==> src/rtl/prog_sequencer.sv <==
// Fetch/decode sequencer: PC drives program memory, the returned word decodes to datapath strobes.
// Zero-cycle decode, one instruction retired per RUN cycle, no backpressure; stops on HLT or illegal opcode.
module prog_sequencer #(
  parameter int addr_bus  = 11,
  parameter int data_size = 16,
  parameter int cnt_size  = 16
) (
  input  logic                 Clk,
  input  logic                 Reset,
  input  logic                 Start,
  input  logic [data_size-1:0] Instr,
  output logic [addr_bus-1:0]  Prog_Addr,
  output logic [addr_bus-1:0]  Data_Addr,
  output logic                 Wr_Mem,
  output logic [1:0]           Sel_A,
  output logic                 Sel_B,
  output logic                 Wr_Acc,
  output logic                 Op,
  output logic                 Running,
  output logic                 Halted,
  output logic                 Illegal,
  output logic [cnt_size-1:0]  Instr_Count
);

  localparam logic [1:0] S_IDLE = 2'd0;
  localparam logic [1:0] S_RUN  = 2'd1;
  localparam logic [1:0] S_HALT = 2'd2;

  localparam logic [4:0] OP_HLT  = 5'd0;
  localparam logic [4:0] OP_STO  = 5'd1;
  localparam logic [4:0] OP_LD   = 5'd2;
  localparam logic [4:0] OP_LDI  = 5'd3;
  localparam logic [4:0] OP_ADD  = 5'd4;
  localparam logic [4:0] OP_ADDI = 5'd5;
  localparam logic [4:0] OP_SUB  = 5'd6;
  localparam logic [4:0] OP_SUBI = 5'd7;

  localparam logic [addr_bus-1:0] PC_ONE  = {{(addr_bus-1){1'b0}}, 1'b1};
  localparam logic [cnt_size-1:0] CNT_ONE = {{(cnt_size-1){1'b0}}, 1'b1};

  logic [1:0]          state_q, state_d;
  logic [addr_bus-1:0] pc_q, pc_d;
  logic                illegal_q, illegal_d;
  logic [cnt_size-1:0] cnt_q, cnt_d;

  logic [4:0] opcode;
  logic       run;
  logic       op_legal;

  assign opcode   = Instr[data_size-1 -: 5];
  assign run      = (state_q == S_RUN);
  assign op_legal = (opcode <= OP_SUBI);

  // Strobes are purely combinational from the fetched word, qualified by RUN.
  always_comb begin
    Wr_Mem = 1'b0;
    Wr_Acc = 1'b0;
    Sel_A  = 2'd0;
    Sel_B  = 1'b0;
    Op     = 1'b0;
    if (run) begin
      case (opcode)
        OP_STO:  Wr_Mem = 1'b1;
        OP_LD:   Wr_Acc = 1'b1;
        OP_LDI:  begin Wr_Acc = 1'b1; Sel_A = 2'd1; end
        OP_ADD:  begin Wr_Acc = 1'b1; Sel_A = 2'd2; end
        OP_ADDI: begin Wr_Acc = 1'b1; Sel_A = 2'd2; Sel_B = 1'b1; end
        OP_SUB:  begin Wr_Acc = 1'b1; Sel_A = 2'd2; Op = 1'b1; end
        OP_SUBI: begin Wr_Acc = 1'b1; Sel_A = 2'd2; Sel_B = 1'b1; Op = 1'b1; end
        default: ;
      endcase
    end
  end

  always_comb begin
    state_d   = state_q;
    pc_d      = pc_q;
    illegal_d = illegal_q;
    cnt_d     = cnt_q;
    case (state_q)
      S_RUN: begin
        if (opcode == OP_HLT) begin
          state_d = S_HALT;
        end else if (!op_legal) begin
          state_d   = S_HALT;
          illegal_d = 1'b1;
        end else begin
          pc_d = pc_q + PC_ONE;
          if (!(&cnt_q)) cnt_d = cnt_q + CNT_ONE;
        end
      end
      // IDLE, HALT and the unused encoding all restart on Start.
      default: begin
        if (Start) begin
          state_d   = S_RUN;
          pc_d      = '0;
          illegal_d = 1'b0;
          cnt_d     = '0;
        end
      end
    endcase
  end

  always_ff @(posedge Clk) begin
    if (Reset) begin
      state_q   <= S_IDLE;
      pc_q      <= '0;
      illegal_q <= 1'b0;
      cnt_q     <= '0;
    end else begin
      state_q   <= state_d;
      pc_q      <= pc_d;
      illegal_q <= illegal_d;
      cnt_q     <= cnt_d;
    end
  end

  assign Prog_Addr   = pc_q;
  assign Data_Addr   = Instr[addr_bus-1:0];
  assign Running     = run;
  assign Halted      = (state_q == S_HALT);
  assign Illegal     = illegal_q;
  assign Instr_Count = cnt_q;

endmodule
==> config.mk <==
export PLATFORM = sky130hd
export DESIGN_NAME = prog_sequencer
export DESIGN_NICKNAME = d
export VERILOG_FILES = /design/src/rtl/prog_sequencer.sv
export SDC_FILE = /design/constraint.sdc
export NUM_CORES = 1
export LEC_CHECK = 0
export CORE_MARGIN = 5
export CORE_UTILIZATION = 32
export DETAILED_ROUTE_END_ITERATION = 8
export GPL_ROUTABILITY_DRIVEN = 1
export PLACE_DENSITY = 0.63
export SKIP_LAST_GASP = 1
export SLEW_MARGIN = 0
export SYNTH_ARGS = -nofsm -noshare
export SYNTH_HDL_FRONTEND = slang
export SYNTH_SLANG_ARGS = --single-unit
==> constraint.sdc <==
create_clock -name Clk -period 3.05 [get_ports Clk]
set_input_delay 0.7625 -clock Clk [delete_from_list [all_inputs] [get_ports Clk]]
set_output_delay 0.7625 -clock Clk [all_outputs]
set_load 0.01 [all_outputs]
==> results of run 1 <==
layer usage:
metal	global-route usage, %	share of wire (%)	up-vias	wire length, µm
met3	4.23	6.5	5	302
met4	6.21	1.6	0	74
met5	0	0	-	0
met2	22.5	44	53	2070
met1	19.4	48	819	2220
li1	-	-	874	-
layout make-up:
| cell class | count | area share (%) |
|---|---|---|
| Inverter | 7 | 1.17 |
| Clock buffer | 7 | 3.83 |
| Multi-Input combinational cell | 152 | 42.0 |
| Tap cell | 70 | 3.89 |
| Clock inverter | 1 | 0.222 |
| Sequential cell | 30 | 26.7 |
| Timing Repair Buffer | 53 | 22.3 |
stage by stage:
stage / utilization, % / hold slack, ps
after detailed placement: 42.3 / 447
after floorplan: - / 470
after global placement: 42.3 / 443
after CTS: 44.1 / 456
final: 44.1 / 453
after global routing: 44.1 / 482
where the power goes:
part / switching, µW / total (µW) / internal, µW
registers: 3.81 / 399 / 396
clock network: 149 / 331 / 182
logic: 52.7 / 92.4 / 39.8
synth_stat cells, types with 7 or more instances:
| library cell | instances |
|---|---|
| o31ai_1 | 7 |
| dfxtp_1 | 30 |
| nor2_1 | 9 |
| or4_1 | 7 |
| nand4_1 | 7 |
| a21oi_1 | 13 |
| buf_4 | 11 |
| a31oi_1 | 13 |
| nand3_1 | 10 |
| nor3_1 | 10 |
| inv_1 | 7 |
| nand2_1 | 18 |
final timing paths:
kind	endpoint	slack (ps)
min reg2reg	Illegal	450
max reg2reg	Instr_Count[6]	770
max	Wr_Acc	100
min	Illegal	450
flip-flops by register name, summed over array words and instances (netlist names):
signal	flops
Instr_Count	16
Illegal	1
state_q	2
Prog_Addr	11
cell families after synthesis:
kind of cell / count (synthesis)
simple gates: 89
compound gates: 59
flops: 30
buf+inv: 26
mux: 2
fa+ha+maj: 2
worst reg2reg max path: cells and delay by family (launching register included):
family                     cells  cell delay (ps)
AOI/OAI and AO/OA              2              640
adders and majority gates      1              260
DFF                            1              480
and+or+nand+nor                2              810
timing repair:
| item | CTS | global route |
|---|---|---|
| resized for setup | 4 | 0 |
| endpoints found under the setup margin | 5 | 0 |
| hold buffers | 0 | 0 |
| setup buffers | 0 | 0 |
==> metrics.txt, run 1 <==
post-synthesis compound-gate area fraction between 20% and 30%; Reg clk slew, reported paths 60 ps; most frequent cells in the layout clkdlybuf4s50_1 (40), dfxtp_1 (30), nand2_1 (18); max cap viols 0; final worst-path setup slack 103 ps; Final HPWL DP 3410 µm; unrepaired setup endpoints after global routing no; Antenna Nets Post-Route 0; Routed WL per cell 14.6 µm; synthesized-area fraction occupied by and/or/nand/nor cells between 20% and 30%; R2R Path Start Instr_Count[1]; status complete, no violations; Final GP Congestion 0.832; pwr/cell area approximately 370 nW/µm²; core box area 5110 µm²; Critical Path Start Type input pin; final instance area 2250 µm²; maximum fanout along the worst path 4; # fillers 546; # DRC 0; CTS H-Tree Depth 2; post-route insts no fill 320; Async SR Flop Fraction 0%; Chip Width 82.7 µm; CP startpoint Instr[14]; Post-synth EDFFs 0; CTS Root Buffer Type clkbuf_8; Mapped Area about 1700 µm²; post-synthesis sequential area ratio 35.6%; Tightest Pin Transition 794 ps; multi-input logic area 946 µm²; leading post-synthesis cells by cell area dfxtp_1 (36%), buf_4 (4.9%), a31oi_1 (4.8%), nand2_1 (4.0%), a21oi_1 (3.9%); Port Buffer Count 43; Synth cell types 42; DR pass1 iterations 4; critical path data required time 2290 ps; Post-Synthesis Cells about 210; final layout net count 270; Crit-path slowest cell or4b_1; start point of the worst hold path Illegal; vias in the first global route about 1.7k; FF+latch count, synth 30; CTS Buffer Depth 2; fin crit period 2950 ps; CP peak stage delay roughly 550 ps; initial antenna violation count 0; placed cells 312; xor/xnor share of the synthesized area 0%; # rows 26; Hold Path Cell Cnt 2; 1st-iter DRT viols between 100 and 150; Crit. path cell count 4; Synth area leader dfxtp_1; Top delay family on crit path buffers and inverters; Worst IR Drop VDD 165 µV; commonest non-fill, non-tap cell in the layout clkdlybuf4s50_1; Final Hold Vio Count 0; All-Layer GR Usage roughly 15%; CP bufs+invs 2; Max Slew Vio Count 0; initial core utilization between 30 and 40%; Avg Inst Size Synth 8.12 µm²; share of cells above drive strength 1 approximately 8.0%; Leak 0.000727 µW; first-pass GRT wire length 7710 µm; WP data arrival around 2200 ps; WS Path Type in2out; IO Pins 66; R2R depth 5; pre-CTS WS -190 ps; TNS Setup 0 ps; DR vias 1751; DR vias/cell 5.47; final setup vio count 0; Adder-Cell Fraction of Synth Area ~1.5%; period utilisation layout 96.6%; fmax 0.339 GHz; Antenna Cells 0; largest family of logic cells by synthesized area simple AND/OR/NAND/NOR gates; Max Clock Skew 4.58 ps; worst hold-check path type reg2reg; WL final 4660 µm; worst skew pair latency roughly 280 ps; clk sinks 30; CTS Buf Count 5; Synth top area share 35.6%; register area around 600 µm²; mux share of post-synthesis cell area 1.19%; area post-placement between 2000 and 2500 µm²; Rel. slew slack 47.0%; nature of the critical path endpoint primary output; Power Total around 800 µW; dominant synthesized flop cell dfxtp_1; TritonCTS clock tree yes; Mapped Nets 229; Yosys Warn Count 0; largest net degree at the start of global routing 21; Synth-to-Final Area Change 33.4%; Die H 82.7 µm; die area slightly below 7000 µm²; Overflow after GRT 0; CP cell instances clkdlybuf4s50_1 -> or4b_1 -> nor2_1 -> dlygate4sd2_1
(Power assumes the default switching activity.)
==> run 2, diff against run 1 <==
--- a/config.mk
+++ b/config.mk
@@ -6,10 +6,10 @@
 export NUM_CORES = 1
 export LEC_CHECK = 0
 export CORE_MARGIN = 5
-export CORE_UTILIZATION = 32
+export CORE_UTILIZATION = 43
 export DETAILED_ROUTE_END_ITERATION = 8
 export GPL_ROUTABILITY_DRIVEN = 1
-export PLACE_DENSITY = 0.63
+export PLACE_DENSITY = 0.85
 export SKIP_LAST_GASP = 1
 export SLEW_MARGIN = 0
 export SYNTH_ARGS = -nofsm -noshare
==> metrics.txt, run 2 (same netlist as run 1, synthesis figures left out) <==
status complete, no violations; most frequent cells in the layout clkdlybuf4s50_1 (38), dfxtp_1 (30), nand2_1 (18); Post-Route M1 WL 2010 µm (-9.1%); final instance area 2280 µm² (+1.1%); commonest non-fill, non-tap cell in the layout clkdlybuf4s50_1; Final Hold Vio Count 0 (unchanged); CTS H-Tree Depth 2 (unchanged); largest net degree at the start of global routing 20 (-4.8%); DR vias 1768 (+0.97%); Rel. slew slack 53.9% (+6.9 points); Overflow after GRT 0 (unchanged); Antenna Cells 0 (unchanged); highest metal used met4; Synth-to-Final Area Change 34.9%; # rows 22 (-15%); 1st-iter DRT viols 129 (+24%); worst hold-check path type reg2reg; nature of the critical path endpoint primary output; fin crit period 2990 ps (+43.1 ps); Leak 0.000817 µW (+12%); first-pass GRT wire length 7370 µm (-4.5%); Tightest Pin Transition 685 ps (-109 ps); fmax 0.334 GHz (-1.4%); WHS 459 ps (+6.24 ps); unrepaired setup endpoints after global routing no; Final HPWL DP 3110 µm (-8.7%); Antenna Nets Post-Route 0 (unchanged); die area 5280 µm² (-23%); max cap viols 0 (unchanged); Max Slew Vio Count 0 (unchanged); critical path data required time 2290 ps (about the same); TritonCTS clock tree yes; CTS Buffer Depth 2 (unchanged); pwr/cell area 393 nW/µm² (+7.6%); share of cells above drive strength 1 9.49% (+1.5 points); WS Path Type in2out; final layout net count 273 (+1.1%); Reg clk slew, reported paths 70 ps (about the same); placed cells 292 (-6.4%); CTS Buf Count 5 (unchanged); Routed WL per cell 14.9 µm (+2.0%); Hold Buf Count CTS 0 (unchanged); initial core utilization 45.1% (+12 points); vias in the first global route 1623 (-2.1%); maximum fanout along the worst path 3 (-1); Critical Path Start Type input pin; WL final 4470 µm (-4.1%); Chip Width 72.7 µm (-12%); All-Layer GR Usage 17.6% (+2.9 points); IO Pins 66 (unchanged); clk sinks 30 (unchanged); met2 wire len 2100 µm (+1.5%); core box area 3740 µm² (-27%); area post-placement 2150 µm² (-0.58%); Port Buffer Count 43 (unchanged); worst skew pair latency 290 ps (about the same); WL met3 275 µm (-8.9%); period utilisation layout 98.0% (+1.4 points); DR vias/cell 5.87 (+7.3%); Final GP Congestion 0.878 (+5.4%); WP data arrival 2230 ps (+50 ps); initial antenna violation count 0 (unchanged); Die H 72.7 µm (-12%); final setup vio count 0 (unchanged); CTS Root Buffer Type clkbuf_8; Max Clock Skew 7.04 ps (+2.46 ps); DR pass1 iterations 4 (unchanged); post-route insts no fill 301 (-5.9%); Worst IR Drop VDD 221 µV (+34%); # DRC 0 (unchanged); max reg flops 16 (unchanged)
## run 2: metrics by stage
step	utilization, %	setup TNS (ps)	power (µW)	setup slack (ps)
after floorplan	-	0	472	692
after detailed placement	57.4	-235	502	-146
after global placement	57.4	-230	501	-131
after CTS	60.4	0	897	4.10
final	60.9	0	895	59.7
after global routing	60.9	0	925	10.1
## run 2: cell type report
cell class	instances	area (µm²)
clock inverter	3	40.0
sequential	30	601
fill	354	1470
multi-input combinational	152	946
tap	48	60.1
clock buffer	5	68.8
timing repair buffer	56	537
inverter	7	26.3
## run 2: worst max-delay path: stages
cell	delay (ps)
clkdlybuf4s50_1	460
nor3_2	220
buf_4	150
and2_1	110
clkdlybuf4s50_1	520
## run 2: worst paths after layout
check,from,to,slack [ps],cells after the start
hold / removal,Illegal,Illegal,460,2
hold reg to reg,Illegal,Illegal,460,2
setup reg to reg,Instr_Count[0],Instr_Count[6],810,6
setup / recovery,Instr[15],Sel_A[1],60,5
## run 2: where the power goes
part / switching [µW] / internal, µW
clock network: 159 / 240
registers: 3.81 / 395
logic: 53.5 / 43.2
## run 2: timing repair
item | 4_1_cts | 5_1_grt
gates resized for setup | 2 | 4
setup buffers | 0 | 1
pin swaps | 0 | 1
endpoints found under the setup margin | 4 | 5
## run 2: routing by layer
layer	global-route usage, %	vias up
li1	-	883
met1	21.5	828
met2	28.0	49
met3	4.96	8
met4	9.43	0
met5	0	-
==> RTL change: new RTL, config.mk and constraints of run 2 <==
Take the reset off `pc_q` and load it in a clocked block of its own.
--- a/src/rtl/prog_sequencer.sv
+++ b/src/rtl/prog_sequencer.sv
@@ -105,13 +105,15 @@
     if (Reset) begin
       state_q   <= S_IDLE;
-      pc_q      <= '0;
       illegal_q <= 1'b0;
       cnt_q     <= '0;
     end else begin
       state_q   <= state_d;
-      pc_q      <= pc_d;
       illegal_q <= illegal_d;
       cnt_q     <= cnt_d;
     end
+  end
+
+  always_ff @(posedge Clk) begin
+    pc_q <= pc_d;
   end
 
Formal check against the unedited RTL: differs if Reset is asserted again (counterexample within 4 cycles, from zero or initial values and one cycle with Reset high); with Reset held inactive, the same outputs for 10 cycles.
==> RTL change against run 2 <==
  * Critical path depth is 1 higher
  * Combinational power grew 49%
  * Final area decreased by 4.0%
  * Clock skew fell by 0.0054 ns
  * Synthesized cell count fell by 13%
  * Power rose by 3.3%
  * Register-to-register slack gained 0.10 ns
  * Worst setup slack gained 0.043 ns
  * Wire length is 13% lower
  * Hold slack lost 0.0012 ns
  * Sequential cell count is the same
  * Area after synthesis down 1.9%
  * Global-route usage shrank 1.9 points
  * Clock power is 19% lower
==> RTL change: results (changes against run 2) <==
- Number of antenna cells inserted: 0 (unchanged)
- Unique masters post-synth: 39 (-7.1%)
- Crit path arrival time: 2.19 ns (-0.04 ns)
- Last weighted congestion value of the routability-driven placer: 0.852 (-3.0%)
- Source of the critical timing path: Instr[14]
- Proportion of layout cells with a drive suffix above 1: 9.33% (-0.15 points)
- Number of cells in the finished layout apart from fillers: 273 (-9.3%)
- Worst setup slack after placement: -0.0830 ns (+0.0631 ns)
- Critical R2R Launch: Instr_Count[0]$_SDFFE_PP0P_
- PostCTS Resize Cnt: 6 (+4)
- Number of global-route vias before repair: 1,455 (-10%)
- Share of synthesized area occupied by flip-flops and latches: 42.9% (+7.3 points)
- Net Count, Synth: 202 (-12%)
- Number of instances in the synthesized netlist: 181 (-13%)
- Clock root cell: sky130_fd_sc_hd__clkbuf_8
- Maximum cell stage delay along the critical path: 0.45 ns (-0.07 ns)
- Peak supply drop: 0.327 mV (+48%)
- Leakage: 0.822 nW (+0.60%)
- Power per standard cell area: 423 nW/µm² (+7.5%)
- Detail-routed net length per standard cell: 14.2 µm (-4.5%)
- Clock Skews: 0.00163 ns (-0.00541 ns)
- Iter 0 DRT Violations: 52 (-60%)
- Worst r2r dst: Instr_Count[12]$_SDFFE_PP0P_
- Power Internal: 0.000695 W (+2.3%)
- Number of synthesized flops with an enable pin: 11 (+11)
- Measured slew at the worst slew-check pin: 0.460 ns (-0.225 ns)
- Minimum clock period after layout: 2.95 ns (-0.0426 ns)
- End point of the critical path: Op
- Result of the run: completed
- First-pass GRT wire length: 6470 µm (-12%)
- Worst hold margin: 0.458 ns (-0.00122 ns)
- Family with the most delay on the worst path: buffers and inverters
- H-tree levels: 2 (unchanged)
- Buffer count from post-CTS setup fixing: 2 (+2)
- Post-detailed-route via-to-cell ratio: 5.56 (-5.3%)
- Post-Place Cell Area: 2090 µm² (-2.7%)
- Final nets: 245 (-10%)
- Number of placed cells counting well taps: 263 (-9.9%)
- Register-to-register setup slack: 0.91 ns (+0.10 ns)
- Commonest cells in the netlist: sky130_fd_sc_hd__nor2_1 (20), sky130_fd_sc_hd__dfxtp_1 (19), sky130_fd_sc_hd__a21oi_1 (12), sky130_fd_sc_hd__nand2_1 (12), sky130_fd_sc_hd__nand3_1 (12)
- GRT Util Overall: 15.8% (-1.9 points)
- Combinational power share: 15.6% (+4.8 points)
- Critical path fanouts, max: 5 (+2)
- Top area cells in the synthesized netlist: sky130_fd_sc_hd__dfxtp_1 (23%), sky130_fd_sc_hd__edfxtp_1 (20%), sky130_fd_sc_hd__buf_4 (5.0%), sky130_fd_sc_hd__nor2_1 (4.5%), sky130_fd_sc_hd__and3_1 (4.2%)
- Fraction of power consumed by the clock network: 34.9% (-9.7 points)
- Pin count of the biggest net entering global routing: 19 (-5.0%)
RTL change: layout make-up:
cell class | count | area [µm²]
Sequential cell | 30 | 711
Clock buffer | 8 | 90.1
Inverter | 2 | 7.51
Multi-Input combinational cell | 133 | 830
Fill cell | 328 | 1500
Tap cell | 48 | 60.1
Timing Repair Buffer | 52 | 490
RTL change: logic make-up after synthesis:
| group | Yosys count | synth area share (%) |
|---|---|---|
| AO/OA/AOI/OAI | 38 | 15.1 |
| XOR/XNOR | 10 | 5.29 |
| adder cells (fa/ha/maj) | 2 | 1.51 |
| buffers and inverters | 18 | 7.02 |
| flip-flops | 30 | 42.9 |
| multiplexers | 1 | 0.604 |
| AND/OR/NAND/NOR | 82 | 27.6 |
RTL change: layer usage:
metal	share of wire (%)	up-vias	track usage, %
met5	0	-	0
met4	2.1	0	9.81
met3	5.6	7	4.29
met2	50	42	26.6
met1	43	724	17.5
li1	-	745	-
